<file path="src/rtl/imc_ctrl_pkg.sv">
// Shared types and constants for the in-memory-compute macro sequencer.
// Pin bundle layout mirrors the macro's registered control interface.
package imc_ctrl_pkg;

  localparam int ROWS       = 16;
  localparam int DUMMY_ROWS = 8;
  localparam int ADC_BITS   = 4;

  typedef enum logic [1:0] {
    OP_WRITE = 2'd0,
    OP_READ  = 2'd1,
    OP_MAC   = 2'd2,
    OP_RSVD  = 2'd3
  } op_e;

  typedef enum logic [2:0] {
    S_IDLE,
    S_WRITE,
    S_PRE,
    S_EVAL,
    S_SENSE,
    S_CAPTURE,
    S_RESP
  } state_e;

  typedef struct packed {
    logic [ROWS-1:0]       wwl;
    logic [DUMMY_ROWS-1:0] wwld;
    logic [ROWS-1:0]       rwl;
    logic [ROWS-1:0]       rwlb;
    logic [ROWS-1:0]       din;
    logic                  we;
    logic                  pre_sram;
    logic                  pre_vlsa;
    logic                  pre_clsa;
    logic                  pre_a;
    logic                  saen;
    logic                  vclp;
    logic                  en;
  } macro_pins_t;

  function automatic logic [ROWS-1:0] row_onehot(input logic [3:0] idx);
    row_onehot      = '0;
    row_onehot[idx] = 1'b1;
  endfunction

endpackage

</file>
<file path="src/rtl/imc_phase_timer.sv">
// Loadable 4-bit down-counter shared by every timed sequencer state.
// o_done is high while the count sits at zero.
module imc_phase_timer (
  input  logic       clk,
  input  logic       rst_n,
  input  logic       i_load,
  input  logic [3:0] i_load_val,
  output logic       o_done
);

  logic [3:0] r_count;

  // NOTE: sequential state uses non-blocking assignments so every register samples pre-edge values.
  always_ff @(posedge clk or negedge rst_n) begin
    if (!rst_n) begin
      r_count <= '0;
    end else if (i_load) begin
      r_count <= i_load_val;
    end else if (r_count != 4'd0) begin
      r_count <= r_count - 4'd1;
    end
  end

  assign o_done = (r_count == 4'd0);

endmodule

</file>
<file path="src/rtl/imc_macro_ctrl.sv">
// Sequencer turning valid/ready commands into SRAM IMC macro pin timing.
// Macro pins are registered from the next state so strobes move one edge after a decision.
module imc_macro_ctrl
  import imc_ctrl_pkg::*;
#(
  parameter int PRE_CYCLES = 2,
  parameter int WL_CYCLES  = 2,
  parameter int SA_CYCLES  = 1
) (
  input  logic                  clk,
  input  logic                  rst_n,
  input  logic                  cmd_valid,
  output logic                  cmd_ready,
  input  logic [1:0]            cmd_op,
  input  logic [4:0]            cmd_addr,
  input  logic [15:0]           cmd_data,
  output logic                  rsp_valid,
  input  logic                  rsp_ready,
  output logic [63:0]           rsp_data,
  output logic                  rsp_err,
  output logic [ROWS-1:0]       WWL,
  output logic [DUMMY_ROWS-1:0] WWLD,
  output logic [ROWS-1:0]       RWL,
  output logic [ROWS-1:0]       RWLB,
  output logic [ROWS-1:0]       Din,
  output logic                  WE,
  output logic                  PRE_SRAM,
  output logic                  PRE_VLSA,
  output logic                  PRE_CLSA,
  output logic                  PRE_A,
  output logic                  SAEN,
  output logic                  VCLP,
  output logic                  EN,
  input  logic [ROWS-1:0]       SA_OUT,
  input  logic [ADC_BITS-1:0]   ADC0_OUT,
  input  logic [ADC_BITS-1:0]   ADC1_OUT,
  input  logic [ADC_BITS-1:0]   ADC2_OUT,
  input  logic [ADC_BITS-1:0]   ADC3_OUT,
  input  logic [ADC_BITS-1:0]   ADC4_OUT,
  input  logic [ADC_BITS-1:0]   ADC5_OUT,
  input  logic [ADC_BITS-1:0]   ADC6_OUT,
  input  logic [ADC_BITS-1:0]   ADC7_OUT,
  input  logic [ADC_BITS-1:0]   ADC8_OUT,
  input  logic [ADC_BITS-1:0]   ADC9_OUT,
  input  logic [ADC_BITS-1:0]   ADC10_OUT,
  input  logic [ADC_BITS-1:0]   ADC11_OUT,
  input  logic [ADC_BITS-1:0]   ADC12_OUT,
  input  logic [ADC_BITS-1:0]   ADC13_OUT,
  input  logic [ADC_BITS-1:0]   ADC14_OUT,
  input  logic [ADC_BITS-1:0]   ADC15_OUT
);

  localparam logic [3:0] PRE_LOAD = 4'(PRE_CYCLES - 1);
  localparam logic [3:0] WL_LOAD  = 4'(WL_CYCLES - 1);
  localparam logic [3:0] SA_LOAD  = 4'(SA_CYCLES - 1);

  state_e      r_state, w_next_state;
  op_e         r_op, w_op;
  logic [4:0]  r_addr, w_addr;
  logic [15:0] r_data, w_data;
  logic        r_started;
  logic        r_rsp_valid;
  logic [63:0] r_rsp_data;
  logic        r_rsp_err;
  macro_pins_t r_pins, w_pins;
  logic        w_accept;
  logic        w_is_mac;
  logic        w_load;
  logic [3:0]  w_load_val;
  logic        w_timer_done;
  logic [63:0] w_adc_word;

  // r_started keeps cmd_ready low until the first edge after reset release.
  assign cmd_ready = r_started && (r_state == S_IDLE) && !r_rsp_valid;
  assign w_accept  = cmd_valid && cmd_ready;

  // Pin decode looks at the incoming command on the accept edge, the latched copy afterwards.
  assign w_op     = w_accept ? op_e'(cmd_op) : r_op;
  assign w_addr   = w_accept ? cmd_addr : r_addr;
  assign w_data   = w_accept ? cmd_data : r_data;
  assign w_is_mac = (w_op == OP_MAC);

  assign w_adc_word = {ADC15_OUT, ADC14_OUT, ADC13_OUT, ADC12_OUT,
                       ADC11_OUT, ADC10_OUT, ADC9_OUT,  ADC8_OUT,
                       ADC7_OUT,  ADC6_OUT,  ADC5_OUT,  ADC4_OUT,
                       ADC3_OUT,  ADC2_OUT,  ADC1_OUT,  ADC0_OUT};

  imc_phase_timer u_timer (
    .clk        (clk),
    .rst_n      (rst_n),
    .i_load     (w_load),
    .i_load_val (w_load_val),
    .o_done     (w_timer_done)
  );

  // NOTE: every always_comb output gets a default first so no path can infer a latch.
  always_comb begin
    w_next_state = r_state;
    case (r_state)
      S_IDLE: begin
        if (w_accept) begin
          case (op_e'(cmd_op))
            OP_WRITE:        w_next_state = S_WRITE;
            OP_READ, OP_MAC: w_next_state = S_PRE;
            default:         w_next_state = S_RESP;
          endcase
        end
      end
      S_WRITE:   if (w_timer_done) w_next_state = S_IDLE;
      S_PRE:     if (w_timer_done) w_next_state = S_EVAL;
      S_EVAL:    if (w_timer_done) w_next_state = S_SENSE;
      S_SENSE:   if (w_timer_done) w_next_state = S_CAPTURE;
      S_CAPTURE: w_next_state = S_RESP;
      S_RESP:    if (rsp_ready) w_next_state = S_IDLE;
      default:   w_next_state = S_IDLE;
    endcase
  end

  always_comb begin
    w_load     = (w_next_state != r_state);
    w_load_val = 4'd0;
    case (w_next_state)
      S_WRITE, S_EVAL: w_load_val = WL_LOAD;
      S_PRE:           w_load_val = PRE_LOAD;
      S_SENSE:         w_load_val = SA_LOAD;
      default:         w_load_val = 4'd0;
    endcase
  end

  always_comb begin
    w_pins = '0;
    case (w_next_state)
      S_WRITE: begin
        w_pins.we  = 1'b1;
        w_pins.din = w_data;
        if (w_addr[4]) w_pins.wwld = DUMMY_ROWS'(1) << w_addr[2:0];
        else           w_pins.wwl  = row_onehot(w_addr[3:0]);
      end
      S_PRE: begin
        w_pins.pre_sram = 1'b1;
        w_pins.pre_vlsa = !w_is_mac;
        w_pins.pre_clsa = w_is_mac;
        w_pins.pre_a    = w_is_mac;
      end
      S_EVAL, S_SENSE: begin
        // A dummy-row READ leaves RWL at zero, which senses dummy row 0.
        if (w_is_mac) begin
          w_pins.rwl  = w_data;
          w_pins.rwlb = ~w_data;
          w_pins.vclp = 1'b1;
        end else if (!w_addr[4]) begin
          w_pins.rwl = row_onehot(w_addr[3:0]);
        end
        if (w_next_state == S_SENSE) begin
          w_pins.saen = !w_is_mac;
          w_pins.en   = w_is_mac;
        end
      end
      S_CAPTURE: begin
        w_pins.saen = !w_is_mac;
        w_pins.en   = w_is_mac;
        w_pins.vclp = w_is_mac;
      end
      default: w_pins = '0;
    endcase
  end

  always_ff @(posedge clk or negedge rst_n) begin
    if (!rst_n) begin
      r_state     <= S_IDLE;
      r_op        <= OP_WRITE;
      r_addr      <= '0;
      r_data      <= '0;
      r_started   <= 1'b0;
      r_pins      <= '0;
      r_rsp_valid <= 1'b0;
      r_rsp_data  <= '0;
      r_rsp_err   <= 1'b0;
    end else begin
      r_started   <= 1'b1;
      r_state     <= w_next_state;
      r_pins      <= w_pins;
      r_rsp_valid <= (w_next_state == S_RESP);
      if (w_accept) begin
        r_op       <= w_op;
        r_addr     <= cmd_addr;
        r_data     <= cmd_data;
        r_rsp_data <= '0;
        r_rsp_err  <= (w_op == OP_RSVD);
      end else if (r_state == S_CAPTURE) begin
        r_rsp_data <= (r_op == OP_MAC) ? w_adc_word : {48'b0, SA_OUT};
      end
    end
  end

  assign rsp_valid = r_rsp_valid;
  assign rsp_data  = r_rsp_data;
  assign rsp_err   = r_rsp_err;
  assign WWL       = r_pins.wwl;
  assign WWLD      = r_pins.wwld;
  assign RWL       = r_pins.rwl;
  assign RWLB      = r_pins.rwlb;
  assign Din       = r_pins.din;
  assign WE        = r_pins.we;
  assign PRE_SRAM  = r_pins.pre_sram;
  assign PRE_VLSA  = r_pins.pre_vlsa;
  assign PRE_CLSA  = r_pins.pre_clsa;
  assign PRE_A     = r_pins.pre_a;
  assign SAEN      = r_pins.saen;
  assign VCLP      = r_pins.vclp;
  assign EN        = r_pins.en;

endmodule

</file>
<file path="config.mk">
export PLATFORM = sky130hd
export DESIGN_NAME = imc_macro_ctrl
export DESIGN_NICKNAME = d
export VERILOG_FILES = /design/src/rtl/imc_ctrl_pkg.sv /design/src/rtl/imc_phase_timer.sv /design/src/rtl/imc_macro_ctrl.sv
export SDC_FILE = /design/constraint.sdc
export NUM_CORES = 1
export LEC_CHECK = 0
export CAP_MARGIN = 20
export CORE_AREA = 8 8 144 146
export CTS_BUF_LIST = sky130_fd_sc_hd__clkbuf_2
export DETAILED_ROUTE_END_ITERATION = 6
export DIE_AREA = 0 0 152 154
export PLACE_DENSITY = 0.72
export SLEW_MARGIN = 10
export SYNTH_ARGS = -nofsm -noshare
export SYNTH_HDL_FRONTEND = slang
export SYNTH_SLANG_ARGS = --single-unit
</file>
<file path="constraint.sdc">
create_clock -name clk -period 6.5 [get_ports clk]
set_clock_uncertainty 0.15 [all_clocks]
set_input_delay 0.65 -clock clk [delete_from_list [all_inputs] [get_ports clk]]
set_output_delay 0.65 -clock clk [all_outputs]
set_load 0.02 [all_outputs]
</file>
==> flow_summary.json <==
{
  "outcome": "finished clean",
  "synth-seq-area-share_pct": 60.7,
  "timing.setup.tns_ns": 0,
  "share_seq_of_total_power_pct": 38.5,
  "ctsRootBufferMaster": "clkbuf_2",
  "cts_tree": "yes",
  "area.sequential_um2": 4400,
  "port_buffers": 253,
  "cap_violations": 0,
  "finalCriticalPeriod_ns": 3.48,
  "worst_setup_path_start_kind": "flip-flop",
  "antenna_found_initial": 1,
  "p_per_cell_area_nw_per_um2": 392,
  "final.period_utilization_pct": 53.5,
  "min_path_type": "primary input to flip-flop",
  "timing_max_transition_violations_final": 0,
  "post_drt_wl_per_cell_um": 18.0,
  "postSynthNetCount": 799,
  "avgSynthCellArea_um2": 10.5,
  "largest_net_degree_at_the_start_of_global_routing": 105,
  "critical_path_buf_inv_count": 1,
  "netlist_instances": 691,
  "design.final.nets": 1030,
  "area_of_the_multi_input_gates_um2": 2600,
  "cp_top_family": "simple AND/OR/NAND/NOR gates",
  "power.combinational.fraction_pct": 46.1,
  "route.antenna.remaining_nets": 0,
  "count_of_yosys_warnings_during_synthesis": 0,
  "yosys_register_bits": 176,
  "cp.arrival_ns": 2.68,
  "synth_cell_type_count": 47,
  "drc": 0,
  "endpoints_failing_setup": 0,
  "insertedDiodeCount": 0,
  "hold_ws_ns": 0.260,
  "peak_per_stage_delay_on_the_critical_path_ns": 0.62,
  "sw_frac_of_total_pct": 42.1,
  "path_class": "flip-flop to primary output",
  "capturing_element_type_of_the_critical_path": "primary output",
  "worstPathMaxFanout": 13,
  "post_drt_via_cell_ratio": 5.09,
  "clock_buffers_created_by_tritoncts": 17,
  "final_common_cell": "clkdlybuf4s50_1",
  "die_h_um": 154,
  "die_w_um": 152,
  "clockPowerShare_pct": 15.4,
  "netlist_area_um2": 7250,
  "crit_path_cell_trace": "or4b_4 -> nor2_1 -> clkdlybuf4s50_1",
  "drive_above_1_share_pct": 6.20,
  "fmax_mhz": 287,
  "routed-via-count": 5954,
  "synth_enable_flop_cells": 0,
  "synth_ff_type": "dfrtp_1",
  "post_cts.resized_instances": 0,
  "detail_route.wirelength_um": 21100,
  "max_slew_margin_pct": 29.7,
  "die_outline_area_um2": 23400,
  "placeableCoreArea_um2": 18500,
  "gp_routability_congestion": 0.818,
  "rsz_0062_raised_after_global_routing": "no",
  "leakagePower_nw": 4.51,
  "worstSkewPairLatency_ns": 0.74,
  "critical-path-slowest-cell": "or4b_4",
  "cts_htree_levels": 4,
  "clockBufferDepth": 2,
  "final_cell_mix": "252 x clkdlybuf4s50_1, 176 x dfrtp_1, 75 x nand2_1, 67 x nor2_1, 53 x a21oi_1",
  "ys_async_sr_fraction_pct": 100,
  "internal_power_w": 0.00233,
  "pre_cts_ws_ns": 3.04,
  "cts_num_sinks": 176,
  "row_count": 50,
  "netSwitchingPower_w": 0.00169,
  "first_global_vias": 6239,
  "hold_viol": 0,
  "remaining_global_route_overflow": 0,
  "initial_core_util_pct": 39.3,
  "gr-usage-all-layers_pct": 18.0,
  "grt_first_pass_wirelength_um": 34200,
  "n_fill_cell": 1617,
  "finalPower_w": 0.00402,
  "ioPinCount": 254,
  "drt-initial-drc-count": 335,
  "area_delta_synth_final_pct": 41.4,
  "hpwlAfterDp_um": 14700,
  "drt_first_pass_iters": 7,
  "worst_pin_slew_ns": 1.03,
  "vdd_drop_max_uv": 210,
  "fin_ws_ns": 3.02,
  "clk_pin_slew_worst_paths_ns": 0.30,
  "crit_required_ns": 5.70
}
==> per-layer routing <==
metal / wire length [um] / up-vias / GRT usage (%) / share of wire (%)
met2: 9590 / 219 / 27.6 / 46
met3: 2280 / 22 / 9.36 / 11
met1: 8900 / 2865 / 22.0 / 42
li1: - / 2846 / - / -
met4: 269 / 2 / 4.90 / 1.3
met5: 17 / - / 0 / 0.081
==> cells in the mapped netlist (2+ instances only) <==
master | count | area, um2
nor3_1 | 23 | 115
nor3b_1 | 11 | 82.6
o21ai_0 | 4 | 20.0
a21oi_1 | 53 | 265
nand2_1 | 76 | 285
and2_1 | 6 | 37.5
or4_4 | 3 | 33.8
a311oi_1 | 9 | 78.8
buf_2 | 6 | 30.0
nand3_1 | 51 | 255
a31oi_1 | 6 | 37.5
mux2i_1 | 42 | 420
or3_1 | 3 | 18.8
a21o_1 | 2 | 15.0
nor4_1 | 3 | 18.8
dfrtp_1 | 176 | 4400
a211oi_1 | 32 | 240
inv_1 | 21 | 78.8
and3_1 | 14 | 87.6
nand3b_1 | 2 | 15.0
nand2b_1 | 2 | 12.5
buf_1 | 2 | 7.51
nor2_1 | 67 | 251
nor2b_1 | 12 | 75.1
clkbuf_1 | 40 | 150
mux2_2 | 2 | 22.5
a41oi_1 | 2 | 17.5
inv_2 | 2 | 7.51
==> area by class of cell <==
class,instances,area share (%)
Clock buffer,17,0.830
Timing Repair Buffer,261,25.3
Clock inverter,15,1.86
Sequential cell,176,43.0
Tap cell,234,2.86
Inverter,23,0.842
Multi-Input combinational cell,443,25.3
==> path summary, 6_finish.rpt <==
path	start	endpoint	slack [ns]	cells past startpoint
max in group asynchronous	rst_n	rsp_data[11]	4.32	3
worst max register to register	r_state[0]	RWL[0]	3.12	6
min in group asynchronous	rst_n	WWL[2]	0.40	2
worst min register to register	rsp_err	rsp_err	0.37	1
worst max-delay path	r_state[0]	cmd_ready	3.02	3
worst min-delay path	ADC7_OUT[1]	rsp_data[29]	0.26	3
==> repair_timing <==
action / CTS / global route
endpoints found under the hold margin: 103 / 0
hold buffers: 1 / 0
buffers inserted: 0 / 0
setup endpoints to repair: 0 / 0
==> tightest hold or removal path, stage by stage <==
cell	delay (ns)
clkdlybuf4s50_1	0.40
nand3_1	0.06
a21oi_1	0.06
==> metrics by stage <==
step	instances	cell area, um2	utilization, %
global route	1169	10300	55.6
floorplan	691	7250	-
global placement	1136	9970	54.0
detailed placement	1136	9970	54.0
finish	1169	10300	55.6
CTS	1169	10300	55.6
==> flip-flops by register name, summed over array words and instances, names as in the netlist, 2 cells and up <==
register	cells
Din	16
RWL	16
RWLB	16
WWL	16
WWLD	8
r_addr	5
r_data	16
r_op	2
r_state	3
rsp_data	64
u_timer.r_count	4
==> power by group through the flow <==
stage	Clock [W]	Sequential, W	Combinational, W
final	0.000620	0.00155	0.00185
after detailed placement	0	0.00157	0.00187
after global placement	0	0.00156	0.00185
after CTS	0.000648	0.00155	0.00188
after floorplan	0	0.00178	0.000848
after global routing	0.000689	0.00159	0.00202
==> logic make-up after synthesis <==
| kind of cell | synth area share [%] |
|---|---|
| fa+ha+maj | 0.173 |
| buf+inv | 3.88 |
| flops | 60.7 |
| simple gates | 18.9 |
| mux | 6.11 |
| compound gates | 9.99 |
| xor+xnor | 0.121 |
| other cells | 0.0517 |
Note: power is estimated with default switching activity, not from simulation.
